### src/rtl/r_resp_mux.sv
`default_nettype none
// ============================================================================
//  Module   : r_resp_mux
//  Purpose  : AXI-node R-channel response stage. Routes the beats of the slave
//             granted by the round-robin arbiter into a 2-entry output buffer
//             towards the master port. It drives the per-slave RREADY signals
//             and the burst lock (count_update) that holds the arbiter grant
//             until RLAST has been accepted.
//  Options  : define R_RESP_MUX_PROTO_CHECK_EN to build the sticky protocol
//             checker behind proto_err. Without it, proto_err is tied to 0.
//  Revision : 1.0 - initial release
// ============================================================================
module r_resp_mux #(
  parameter int sID_width  = 6,
  parameter int DATA_WIDTH = 32
) (
  input  logic                  clk,
  input  logic                  reset,
  input  logic [2:0]            R_SLV_sel,
  input  logic                  ID_valid,
  input  logic [sID_width-1:0]  ID,
  input  logic                  RVALID0,
  input  logic                  RVALID1,
  input  logic                  RVALID2,
  input  logic                  RVALID3,
  input  logic                  RVALID4,
  input  logic [DATA_WIDTH-1:0] RDATA0,
  input  logic [DATA_WIDTH-1:0] RDATA1,
  input  logic [DATA_WIDTH-1:0] RDATA2,
  input  logic [DATA_WIDTH-1:0] RDATA3,
  input  logic [DATA_WIDTH-1:0] RDATA4,
  input  logic [1:0]            RRESP0,
  input  logic [1:0]            RRESP1,
  input  logic [1:0]            RRESP2,
  input  logic [1:0]            RRESP3,
  input  logic [1:0]            RRESP4,
  input  logic                  RLAST0,
  input  logic                  RLAST1,
  input  logic                  RLAST2,
  input  logic                  RLAST3,
  input  logic                  RLAST4,
  output logic                  RREADY0,
  output logic                  RREADY1,
  output logic                  RREADY2,
  output logic                  RREADY3,
  output logic                  RREADY4,
  output logic                  RVALID,
  output logic [DATA_WIDTH-1:0] RDATA,
  output logic [1:0]            RRESP,
  output logic                  RLAST,
  output logic [sID_width-1:0]  RID,
  input  logic                  RREADY,
  output logic                  count_update,
  output logic                  proto_err
);

  typedef enum logic [0:0] {
    UNLOCKED = 1'b0,
    LOCKED   = 1'b1
  } lock_state_t;

  localparam int c_NUM_SLV = 5;

  // Selected-slave view of the R channel
  logic                  w_grant_ok;
  logic                  w_full;
  logic                  w_sel_valid;
  logic [DATA_WIDTH-1:0] w_sel_data;
  logic [1:0]            w_sel_resp;
  logic                  w_sel_last;
  logic [c_NUM_SLV-1:0]  w_rready;
  logic                  w_push;
  logic                  w_pop;

  // Output buffer storage and bookkeeping
  logic                  r_wr_ptr;
  logic                  r_rd_ptr;
  logic [1:0]            r_count;
  logic [sID_width-1:0]  r_id_mem   [2];
  logic [DATA_WIDTH-1:0] r_data_mem [2];
  logic [1:0]            r_resp_mem [2];
  logic                  r_last_mem [2];

  lock_state_t           r_state;
  logic                  r_count_update;

  assign w_grant_ok = ID_valid && (R_SLV_sel <= 3'd4);
  assign w_full     = (r_count == 2'd2);

  // Multiplex the granted slave's R signals; no grant selects an idle slave
  always_comb begin
    w_sel_valid = 1'b0;
    w_sel_data  = '0;
    w_sel_resp  = 2'b00;
    w_sel_last  = 1'b0;
    case (R_SLV_sel)
      3'd0: begin w_sel_valid = RVALID0; w_sel_data = RDATA0; w_sel_resp = RRESP0; w_sel_last = RLAST0; end
      3'd1: begin w_sel_valid = RVALID1; w_sel_data = RDATA1; w_sel_resp = RRESP1; w_sel_last = RLAST1; end
      3'd2: begin w_sel_valid = RVALID2; w_sel_data = RDATA2; w_sel_resp = RRESP2; w_sel_last = RLAST2; end
      3'd3: begin w_sel_valid = RVALID3; w_sel_data = RDATA3; w_sel_resp = RRESP3; w_sel_last = RLAST3; end
      3'd4: begin w_sel_valid = RVALID4; w_sel_data = RDATA4; w_sel_resp = RRESP4; w_sel_last = RLAST4; end
      default: begin
        w_sel_valid = 1'b0;
        w_sel_data  = '0;
        w_sel_resp  = 2'b00;
        w_sel_last  = 1'b0;
      end
    endcase
  end

  // One-hot slave ready; a full buffer blocks acceptance even if it pops this cycle
  generate
    for (genvar gi = 0; gi < c_NUM_SLV; gi++) begin : g_rready
      assign w_rready[gi] = !reset && w_grant_ok && !w_full && (R_SLV_sel == 3'(gi));
    end
  endgenerate

  assign RREADY0 = w_rready[0];
  assign RREADY1 = w_rready[1];
  assign RREADY2 = w_rready[2];
  assign RREADY3 = w_rready[3];
  assign RREADY4 = w_rready[4];

  assign w_push = (|w_rready) && w_sel_valid;
  assign w_pop  = RVALID && RREADY;

  // Master side presents the head entry straight from the storage registers
  assign RVALID = (r_count != 2'd0);
  assign RDATA  = r_data_mem[r_rd_ptr];
  assign RRESP  = r_resp_mem[r_rd_ptr];
  assign RLAST  = r_last_mem[r_rd_ptr];
  assign RID    = r_id_mem[r_rd_ptr];

  // Two-entry buffer: write at wr_ptr on push, advance rd_ptr on pop
  always_ff @(posedge clk or posedge reset) begin
    if (reset) begin
      r_wr_ptr <= 1'b0;
      r_rd_ptr <= 1'b0;
      r_count  <= 2'd0;
      for (int i = 0; i < 2; i++) begin
        r_id_mem[i]   <= '0;
        r_data_mem[i] <= '0;
        r_resp_mem[i] <= 2'b00;
        r_last_mem[i] <= 1'b0;
      end
    end else begin
      if (w_push) begin
        r_id_mem[r_wr_ptr]   <= ID;
        r_data_mem[r_wr_ptr] <= w_sel_data;
        r_resp_mem[r_wr_ptr] <= w_sel_resp;
        r_last_mem[r_wr_ptr] <= w_sel_last;
        r_wr_ptr             <= ~r_wr_ptr;
      end
      if (w_pop) begin
        r_rd_ptr <= ~r_rd_ptr;
      end
      case ({w_push, w_pop})
        2'b10:   r_count <= r_count + 2'd1;
        2'b01:   r_count <= r_count - 2'd1;
        default: r_count <= r_count;
      endcase
    end
  end

  // Burst lock follows beats accepted from the slave, not master pops
  always_ff @(posedge clk or posedge reset) begin
    if (reset) begin
      r_state        <= UNLOCKED;
      r_count_update <= 1'b0;
    end else if (w_push) begin
      if (w_sel_last) begin
        r_state        <= UNLOCKED;
        r_count_update <= 1'b0;
      end else begin
        r_state        <= LOCKED;
        r_count_update <= 1'b1;
      end
    end
  end

  assign count_update = r_count_update;

`ifdef R_RESP_MUX_PROTO_CHECK_EN
  logic [7:0]           r_beat_cnt;
  logic [2:0]           r_prev_sel;
  logic [c_NUM_SLV-1:0] r_prev_rvalid;
  logic                 r_prev_push;
  logic                 r_proto_err;
  logic                 w_err_overflow;
  logic                 w_err_sel_change;
  logic                 w_err_valid_drop;

  // A non-last beat beyond 255 means a burst longer than 256 beats
  assign w_err_overflow   = w_push && !w_sel_last && (r_beat_cnt == 8'hFF);
  assign w_err_sel_change = (r_state == LOCKED) && (R_SLV_sel != r_prev_sel);
  // Granted slave withdrew RVALID without having been accepted last cycle
  assign w_err_valid_drop = (|(w_rready & r_prev_rvalid)) && !w_sel_valid && !r_prev_push;

  // Beat counter, history registers and the sticky error flag
  always_ff @(posedge clk or posedge reset) begin
    if (reset) begin
      r_beat_cnt    <= 8'd0;
      r_prev_sel    <= 3'd0;
      r_prev_rvalid <= '0;
      r_prev_push   <= 1'b0;
      r_proto_err   <= 1'b0;
    end else begin
      if (w_push) begin
        if (w_sel_last) begin
          r_beat_cnt <= 8'd0;
        end else if (r_beat_cnt != 8'hFF) begin
          r_beat_cnt <= r_beat_cnt + 8'd1;
        end
      end
      r_prev_sel    <= R_SLV_sel;
      r_prev_rvalid <= {RVALID4, RVALID3, RVALID2, RVALID1, RVALID0};
      r_prev_push   <= w_push;
      if (w_err_overflow || w_err_sel_change || w_err_valid_drop) begin
        r_proto_err <= 1'b1;
      end
    end
  end

  assign proto_err = r_proto_err;
`else
  assign proto_err = 1'b0;
`endif

endmodule
`default_nettype wire

### config.mk
export PLATFORM = sky130hd
export DESIGN_NAME = r_resp_mux
export DESIGN_NICKNAME = d
export VERILOG_FILES = /design/src/rtl/r_resp_mux.sv
export SDC_FILE = /design/constraint.sdc
export NUM_CORES = 1
export LEC_CHECK = 0
export BUFFER_PORTS_ARGS = -buffer_cell sky130_fd_sc_hd__buf_2
export CORE_MARGIN = 2
export CORE_UTILIZATION = 47
export CTS_CLUSTER_DIAMETER = 100
export DETAILED_ROUTE_END_ITERATION = 12
export GPL_ROUTABILITY_DRIVEN = 0
export PLACE_DENSITY = 0.92
export SLEW_MARGIN = 25
export SYNTH_ARGS = -nofsm -noshare
export SYNTH_HDL_FRONTEND = slang
export SYNTH_SLANG_ARGS = --single-unit
### constraint.sdc
create_clock -name clk -period 3.1 [get_ports clk]
set_input_delay 0.62 -clock clk [delete_from_list [all_inputs] [get_ports clk]]
set_output_delay 0.62 -clock clk [all_outputs]
set_load 0.02 [all_outputs]
==> results.tsv, run 1 <==
metric	value	unit
run status	complete, no violations	
worst supply voltage drop on vdd	378	uV
worst path required time	2.48	ns
total power per unit cell area	743	mW/mm2
# resized after CTS	0	
Post-synth EDFFs	0	
clock buffer depth	2	
adder and majority gate portion of the synthesized area	0.00247	
final max-slew violation count	0	
area of the core	0.0104	mm2
Tcrit/Tclk final	0.811	
Root Buffer Master	sky130_fd_sc_hd__clkbuf_8	
main combinational cell family by area after synthesis	multiplexers	
Port Buffers	240	
Post-route DRC	0	
cell type contributing the most total cell area after synthesis	sky130_fd_sc_hd__dfrtp_1	
largest fanout of any net on the critical path	22	
fraction of layout instances using a drive strength above 1	0.637	
sequential element share of the synthesized area	0.430	
worst min-delay path category	in -> async	
DRC marker count from the first detailed-route iteration	220	
max-cap viol count	0	
die outline area	0.0116	mm2
share of flip-flops with an asynchronous set or reset	1.00	
worst clock skew	0.0112	ns
simple-gate area share of the yosys netlist	0.0301	
Die Y	108	um
total number of placement rows	37	
vias after detailed routing	4332	
fraction of the mapped netlist area in compound gates	0.139	
sum of net half-perimeters after detailed placement	11.2	mm
number of nets at the end of the flow	819	
I/O pin cnt	242	
Mapped Nets	589	
pin slew with the least headroom to its limit	1.05	ns
vias in the first global route	4770	
Routed Antenna Nets	0	
count of H-tree levels built during CTS	3	
pin count of the biggest net entering global routing	46	
number of distinct standard cells referenced by the synthesized netlist	37	
wire length of the first global-routing pass	22.7	mm
leakage	3.39	nW
number of antenna cells inserted	0	
number of setup violations in the final report	0	
clock network latency to the later pin of the worst-skew pair	0.35	ns
area of all placed cells without fillers	0.00659	mm2
effective utilization at floorplan	0.486	
number of filler cells placed in the layout	838	
top post-synthesis cells by area	sky130_fd_sc_hd__dfrtp_1 (43%), sky130_fd_sc_hd__mux2_2 (27%), sky130_fd_sc_hd__mux2i_1 (7.5%)	
total of warnings raised by yosys	0	
Reg clk slew, reported paths	0.09	ns
synthesis-to-layout area growth	30.0	%
overall track demand over capacity in global routing	0.252	
number of buffers added by the clock tree synthesis step	9	
total global routing overflow	0	
Worst Path Class, Setup	reg -> out	
CTS tree	yes	
maximum achievable frequency	398	MHz
total wirelength of the detailed-routed design	14.6	mm
element type at the critical path end	output port	
gate count of the mapped netlist	395	
unrepaired setup endpoints after global routing	no	
per-cell routed wire length	19.0	um
post-synthesis mux area share	0.351	
routed vias/inst	5.66	
Slew headroom	0.299	
main flop type after synthesis	sky130_fd_sc_hd__dfrtp_1	
area after detailed placement	0.00641	mm2
number of iterations in the first detailed-routing pass	4	
endpoints failing hold	0	
clock tree sinks	87	
crit path launch type	register	
number of buffers added for setup after CTS	0	
share of the synthesized area in the top cell type	0.430	
initial antenna violation count	0	
Data arrival, critical path	1.89	ns
Die Wd	108	um
hold-fix buffers at CTS	0	
fraction of synthesized cell area in xor and xnor cells	0.00864	
mean post-synth cell area	12.8	um2
Sum Neg Setup Slack	0	ns
cell area after synthesis	0.00507	mm2
final critical-path required period	2.51	ns
total of flip-flops plus latches after synthesis	87	
cell type report:
| cell class | instances | area, um2 | share of cell area |
|---|---|---|---|
| Clock buffer | 9 | 124 | 0.0188 |
| Clock inverter | 7 | 55.1 | 0.00836 |
| Inverter | 5 | 20.0 | 0.00304 |
| Multi-Input combinational cell | 269 | 2720 | 0.412 |
| Sequential cell | 87 | 2180 | 0.331 |
| Tap cell | 136 | 170 | 0.0258 |
| Timing Repair Buffer | 253 | 1320 | 0.201 |
routing by layer:
layer	up-vias	track usage	wire (um)
met5	-	0	0
met2	198	0.469	7940
met4	0	0.102	389
met3	34	0.0654	955
li1	1986	-	-
met1	2114	0.268	5290
metrics by stage:
stage | hold slack (ns) | util | std cells | total power [mW] | worst slack [ns]
floorplan | 0.456 | - | 395 | 3.43 | 0.230
CTS | 0.399 | 0.632 | 766 | 4.93 | 0.561
detailed placement | 0.479 | 0.615 | 750 | 4.19 | 0.564
global route | 0.429 | 0.632 | 766 | 5.18 | 0.489
global placement | 0.483 | 0.615 | 750 | 4.07 | 0.670
finish | 0.380 | 0.632 | 766 | 4.89 | 0.585
power by group:
part	switching (mW)	internal, mW
registers	0.327	1.64
clock network	0.425	0.300
logic	1.09	1.11
placed cells by master, fill, tap and decap left out, types with 4 or more instances in the layout:
master / count
sky130_fd_sc_hd__buf_2: 240
sky130_fd_sc_hd__mux2_2: 122
sky130_fd_sc_hd__dfrtp_1: 86
sky130_fd_sc_hd__mux2i_1: 38
sky130_fd_sc_hd__o2bb2ai_1: 33
sky130_fd_sc_hd__a221o_1: 33
sky130_fd_sc_hd__buf_4: 11
sky130_fd_sc_hd__clkbuf_8: 9
sky130_fd_sc_hd__nor2_1: 4
sky130_fd_sc_hd__inv_1: 4
worst max-delay path: stages, from the launching register on:
cell,delay (ns)
sky130_fd_sc_hd__dfrtp_2,0.73
sky130_fd_sc_hd__buf_12,0.25
sky130_fd_sc_hd__mux2_2,0.38
sky130_fd_sc_hd__buf_2,0.16
registers in the layout (all words and copies together), names as in the netlist:
| signal | flops |
|---|---|
| r_count | 2 |
| r_last_mem | 2 |
| r_rd_ptr | 1 |
| r_wr_ptr | 1 |
| r_data_mem | 64 |
| count_update | 1 |
| r_resp_mem | 4 |
| r_id_mem | 12 |
worst paths after layout:
path	start	slack, ns	to	cells after the start
setup / recovery	r_rd_ptr	0.59	RDATA[11]	3
hold / removal	reset	0.38	r_data_mem[53]	2
setup reg to reg	r_count[0]	1.20	r_data_mem[40]	5
hold reg to reg	r_count[1]	0.48	r_count[1]	1
max in group asynchronous	reset	2.02	r_rd_ptr	3
min in group clk	r_count[1]	0.48	r_count[1]	1
logic make-up (layout without fill, tap and decap cells):
group	count (synthesis)	after routing
multiplexers	161	161
flip-flops	87	87
AO/OA/AOI/OAI	75	75
buffers and inverters	39	274
AND/OR/NAND/NOR	26	26
XOR/XNOR	5	5
adder cells (fa/ha/maj)	1	1
other	1	1
Yosys cell counts, types with 2 or more instances:
cell	instances
sky130_fd_sc_hd__nand2b_1	3
sky130_fd_sc_hd__xor2_1	3
sky130_fd_sc_hd__inv_1	5
sky130_fd_sc_hd__mux2_2	122
sky130_fd_sc_hd__nor3_1	3
sky130_fd_sc_hd__buf_2	13
sky130_fd_sc_hd__nor2b_1	3
sky130_fd_sc_hd__nand2_1	3
sky130_fd_sc_hd__o21ai_0	2
sky130_fd_sc_hd__nor2_1	5
sky130_fd_sc_hd__xnor2_1	2
sky130_fd_sc_hd__clkbuf_1	16
sky130_fd_sc_hd__dfrtp_1	87
sky130_fd_sc_hd__o2bb2ai_1	33
sky130_fd_sc_hd__mux2i_1	38
sky130_fd_sc_hd__a221o_1	33
sky130_fd_sc_hd__buf_6	4
Note: power is estimated with default switching activity, not from simulation.
==> run 2: changes to the inputs <==
--- a/config.mk
+++ b/config.mk
@@ -5,13 +5,14 @@
 export SDC_FILE = /design/constraint.sdc
 export NUM_CORES = 1
 export LEC_CHECK = 0
+export ABC_AREA = 1
 export BUFFER_PORTS_ARGS = -buffer_cell sky130_fd_sc_hd__buf_2
 export CORE_MARGIN = 2
-export CORE_UTILIZATION = 47
+export CORE_UTILIZATION = 44
 export CTS_CLUSTER_DIAMETER = 100
 export DETAILED_ROUTE_END_ITERATION = 12
 export GPL_ROUTABILITY_DRIVEN = 0
-export PLACE_DENSITY = 0.92
+export PLACE_DENSITY = 0.89
 export SLEW_MARGIN = 25
 export SYNTH_ARGS = -nofsm -noshare
 export SYNTH_HDL_FRONTEND = slang
==> constraint.sdc (replaced) <==
create_clock -name clk -period 2.2 [get_ports clk]
set_input_delay 0.44 -clock clk [delete_from_list [all_inputs] [get_ports clk]]
set_output_delay 0.44 -clock clk [all_outputs]
set_load 0.02 [all_outputs]
==> results.tsv, run 2 <==
metric	value	unit	change
final max-slew violation count	0		unchanged
initial antenna violation count	0		unchanged
crit path launch type	register		
vias in the first global route	6160		+29%
Setup WS pre-CTS	0.228	ns	-0.336 ns
Data arrival, critical path	1.52	ns	-0.37 ns
worst supply voltage drop on vdd	545	uV	+44%
routed vias/inst	5.06		-10%
Sum Neg Setup Slack	0	ns	unchanged
# resized after CTS	0		unchanged
count of H-tree levels built during CTS	3		unchanged
Die Y	118	um	+9.2%
number of iterations in the first detailed-routing pass	6		+2
clock tree sinks	87		unchanged
register with the most flip-flops	r_data_mem		
highest-count cells in the layout ignoring fill and taps	sky130_fd_sc_hd__nand2_1 (467), sky130_fd_sc_hd__buf_2 (240), sky130_fd_sc_hd__nand3_1 (109)		
Overall Power	7.47	mW	+53%
cell total after placement	1264		+69%
Tcrit/Tclk final	0.891		
sequential element share of the synthesized area	0.383		-0.0471
Non-Filler Instances	1280		+67%
unrepaired setup endpoints after global routing	no		
Reg clk slew, reported paths	0.06	ns	-0.03 ns
Worst Path Class, Setup	reg -> out		
run status	complete, no violations		
clock buffer depth	2		unchanged
number of nets at the end of the flow	1297		+58%
area of all placed cells without fillers	0.00733	mm2	+11%
Largest regs	r_data_mem x64, r_id_mem x12, r_resp_mem x4		
element type at the critical path end	output port		
worst clock skew	0.00590	ns	-0.00527 ns
number of buffers added for setup after CTS	0		unchanged
total number of placement rows	41		+11%
number of setup violations in the final report	0		unchanged
top post-synthesis cells by area	sky130_fd_sc_hd__dfrtp_1 (38%), sky130_fd_sc_hd__nand2_1 (31%), sky130_fd_sc_hd__nand3_1 (9.7%)		
hold-fix buffers at CTS	0		unchanged
total wirelength of the detailed-routed design	18.0	mm	+24%
most frequently used cell type in the post-synthesis netlist	sky130_fd_sc_hd__nand2_1		
Routed Antenna Nets	0		unchanged
pin slew with the least headroom to its limit	0.780	ns	-0.266 ns
largest fanout of any net on the critical path	6		-73%
worst min-delay path category	in -> reg		
pin count of the biggest net entering global routing	88		+91%
sum of net half-perimeters after detailed placement	13.1	mm	+17%
max-cap viol count	0		unchanged
number of distinct standard cells referenced by the synthesized netlist	31		-16%
final critical-path required period	1.96	ns	
number of filler cells placed in the layout	1266		+51%
final design utilization	0.581		-0.0518
total global routing overflow	0		unchanged
I/O pin cnt	242		unchanged
gate count of the mapped netlist	886		+120%
clock network latency to the later pin of the worst-skew pair	0.34	ns	about the same
maximum achievable frequency	510	MHz	
Post-synth EDFFs	0		unchanged
overall track demand over capacity in global routing	0.261		+0.00887
cell type contributing the most total cell area after synthesis	sky130_fd_sc_hd__dfrtp_1		
flip-flop count of the largest register after layout	64		unchanged
area after detailed placement	0.00701	mm2	+9.4%
share of flip-flops with an asynchronous set or reset	1.00		unchanged
die outline area	0.0139	mm2	+19%
leakage	4.46	nW	+32%
most frequent standard cell in the layout excluding fill and tap cells	sky130_fd_sc_hd__nand2_1		
Slew headroom	0.480		+0.181
DRC marker count from the first detailed-route iteration	682		+210%
most numerous cell types in the synthesized netlist	sky130_fd_sc_hd__nand2_1 (468), sky130_fd_sc_hd__nand3_1 (110), sky130_fd_sc_hd__dfrtp_1 (87), sky130_fd_sc_hd__inv_1 (41), sky130_fd_sc_hd__nor2_1 (41)		
post-layout worst setup margin	0.240	ns	-0.345 ns
main flop type after synthesis	sky130_fd_sc_hd__dfrtp_1		
synthesis-to-layout area growth	28.7	%	
vias after detailed routing	6481		+50%
area of the core	0.0126	mm2	+21%
Die Wd	118	um	+9.2%
Setup crit start	r_count[0]		
Root Buffer Master	sky130_fd_sc_hd__clkbuf_16		
reg-to-reg critical path startpoint	r_count[0]		
Post-route DRC	0		unchanged
Mapped Nets	1080		+83%
effective utilization at floorplan	0.451		-0.0355
total power per unit cell area	1020	mW/mm2	+37%
share of the synthesized area in the top cell type	0.383		-0.0471
total of flip-flops plus latches after synthesis	87		unchanged
CTS tree	yes		
Final Hold Slack	0.365	ns	-0.0140 ns
start point of the worst min-delay path	ID[0]		
per-cell routed wire length	14.1	um	-26%
number of buffers added by the clock tree synthesis step	9		unchanged
wire length of the first global-routing pass	29.5	mm	+30%
total of warnings raised by yosys	0		unchanged
endpoints failing hold	0		unchanged
Port Buffers	240		unchanged
number of antenna cells inserted	0		unchanged
fraction of layout instances using a drive strength above 1	0.273		-0.363
mean post-synth cell area	6.42	um2	-50%
cell area after synthesis	0.00569	mm2	+12%
worst path required time	1.76	ns	-0.72 ns
[run 2: kinds of logic after synthesis]
kind of cell             count (synthesis)  share of synthesized area
AND/OR/NAND/NOR                        649                      0.477
buffers and inverters                  105                     0.0952
flip-flops                              87                      0.383
AO/OA/AOI/OAI                           40                     0.0382
XOR/XNOR                                 3                    0.00462
adder cells (fa/ha/maj)                  1                    0.00220
other                                    1                   0.000659
[run 2: layout make-up]
| cell class | count | area (um2) | share of cell area |
|---|---|---|---|
| clock inverter | 5 | 82.6 | 0.0113 |
| sequential | 87 | 2180 | 0.297 |
| inverter | 47 | 185 | 0.0253 |
| clock buffer | 11 | 233 | 0.0318 |
| tap | 172 | 215 | 0.0294 |
| timing repair buffer | 264 | 1440 | 0.196 |
| multi-input combinational | 694 | 3000 | 0.409 |
[run 2: final timing paths]
| kind | cells after the start | slack [ns] | to |
|---|---|---|---|
| worst min register to register | 2 | 0.47 | r_last_mem[1] |
| max in group asynchronous | 3 | 1.19 | r_wr_ptr |
| worst max register to register | 6 | 0.47 | r_data_mem[11] |
| min in group asynchronous | 3 | 0.46 | r_data_mem[39] |
| worst min-delay path | 3 | 0.37 | r_id_mem[6] |
| worst max-delay path | 3 | 0.24 | RREADY2 |
[run 2: critical path: stages (launching register included)]
cell and delay, ns:
sky130_fd_sc_hd__dfrtp_1 0.48, sky130_fd_sc_hd__o211ai_2 0.22, sky130_fd_sc_hd__nor4_1 0.26, sky130_fd_sc_hd__buf_2 0.22
[run 2: layer usage]
layer | wire (um) | share of wire | vias up | global-route usage
li1 | - | - | 3196 | -
met5 | 0 | 0 | - | 0
met2 | 8400 | 0.47 | 312 | 0.429
met4 | 591 | 0.033 | 0 | 0.116
met1 | 7720 | 0.43 | 2924 | 0.349
met3 | 1300 | 0.072 | 49 | 0.0271
[run 2: where the power goes]
group,internal (mW),leakage [nW],switching (mW)
Clock,0.998,0.154,0.625
Sequential,2.25,1.15,0.363
Combinational,1.06,3.16,2.18
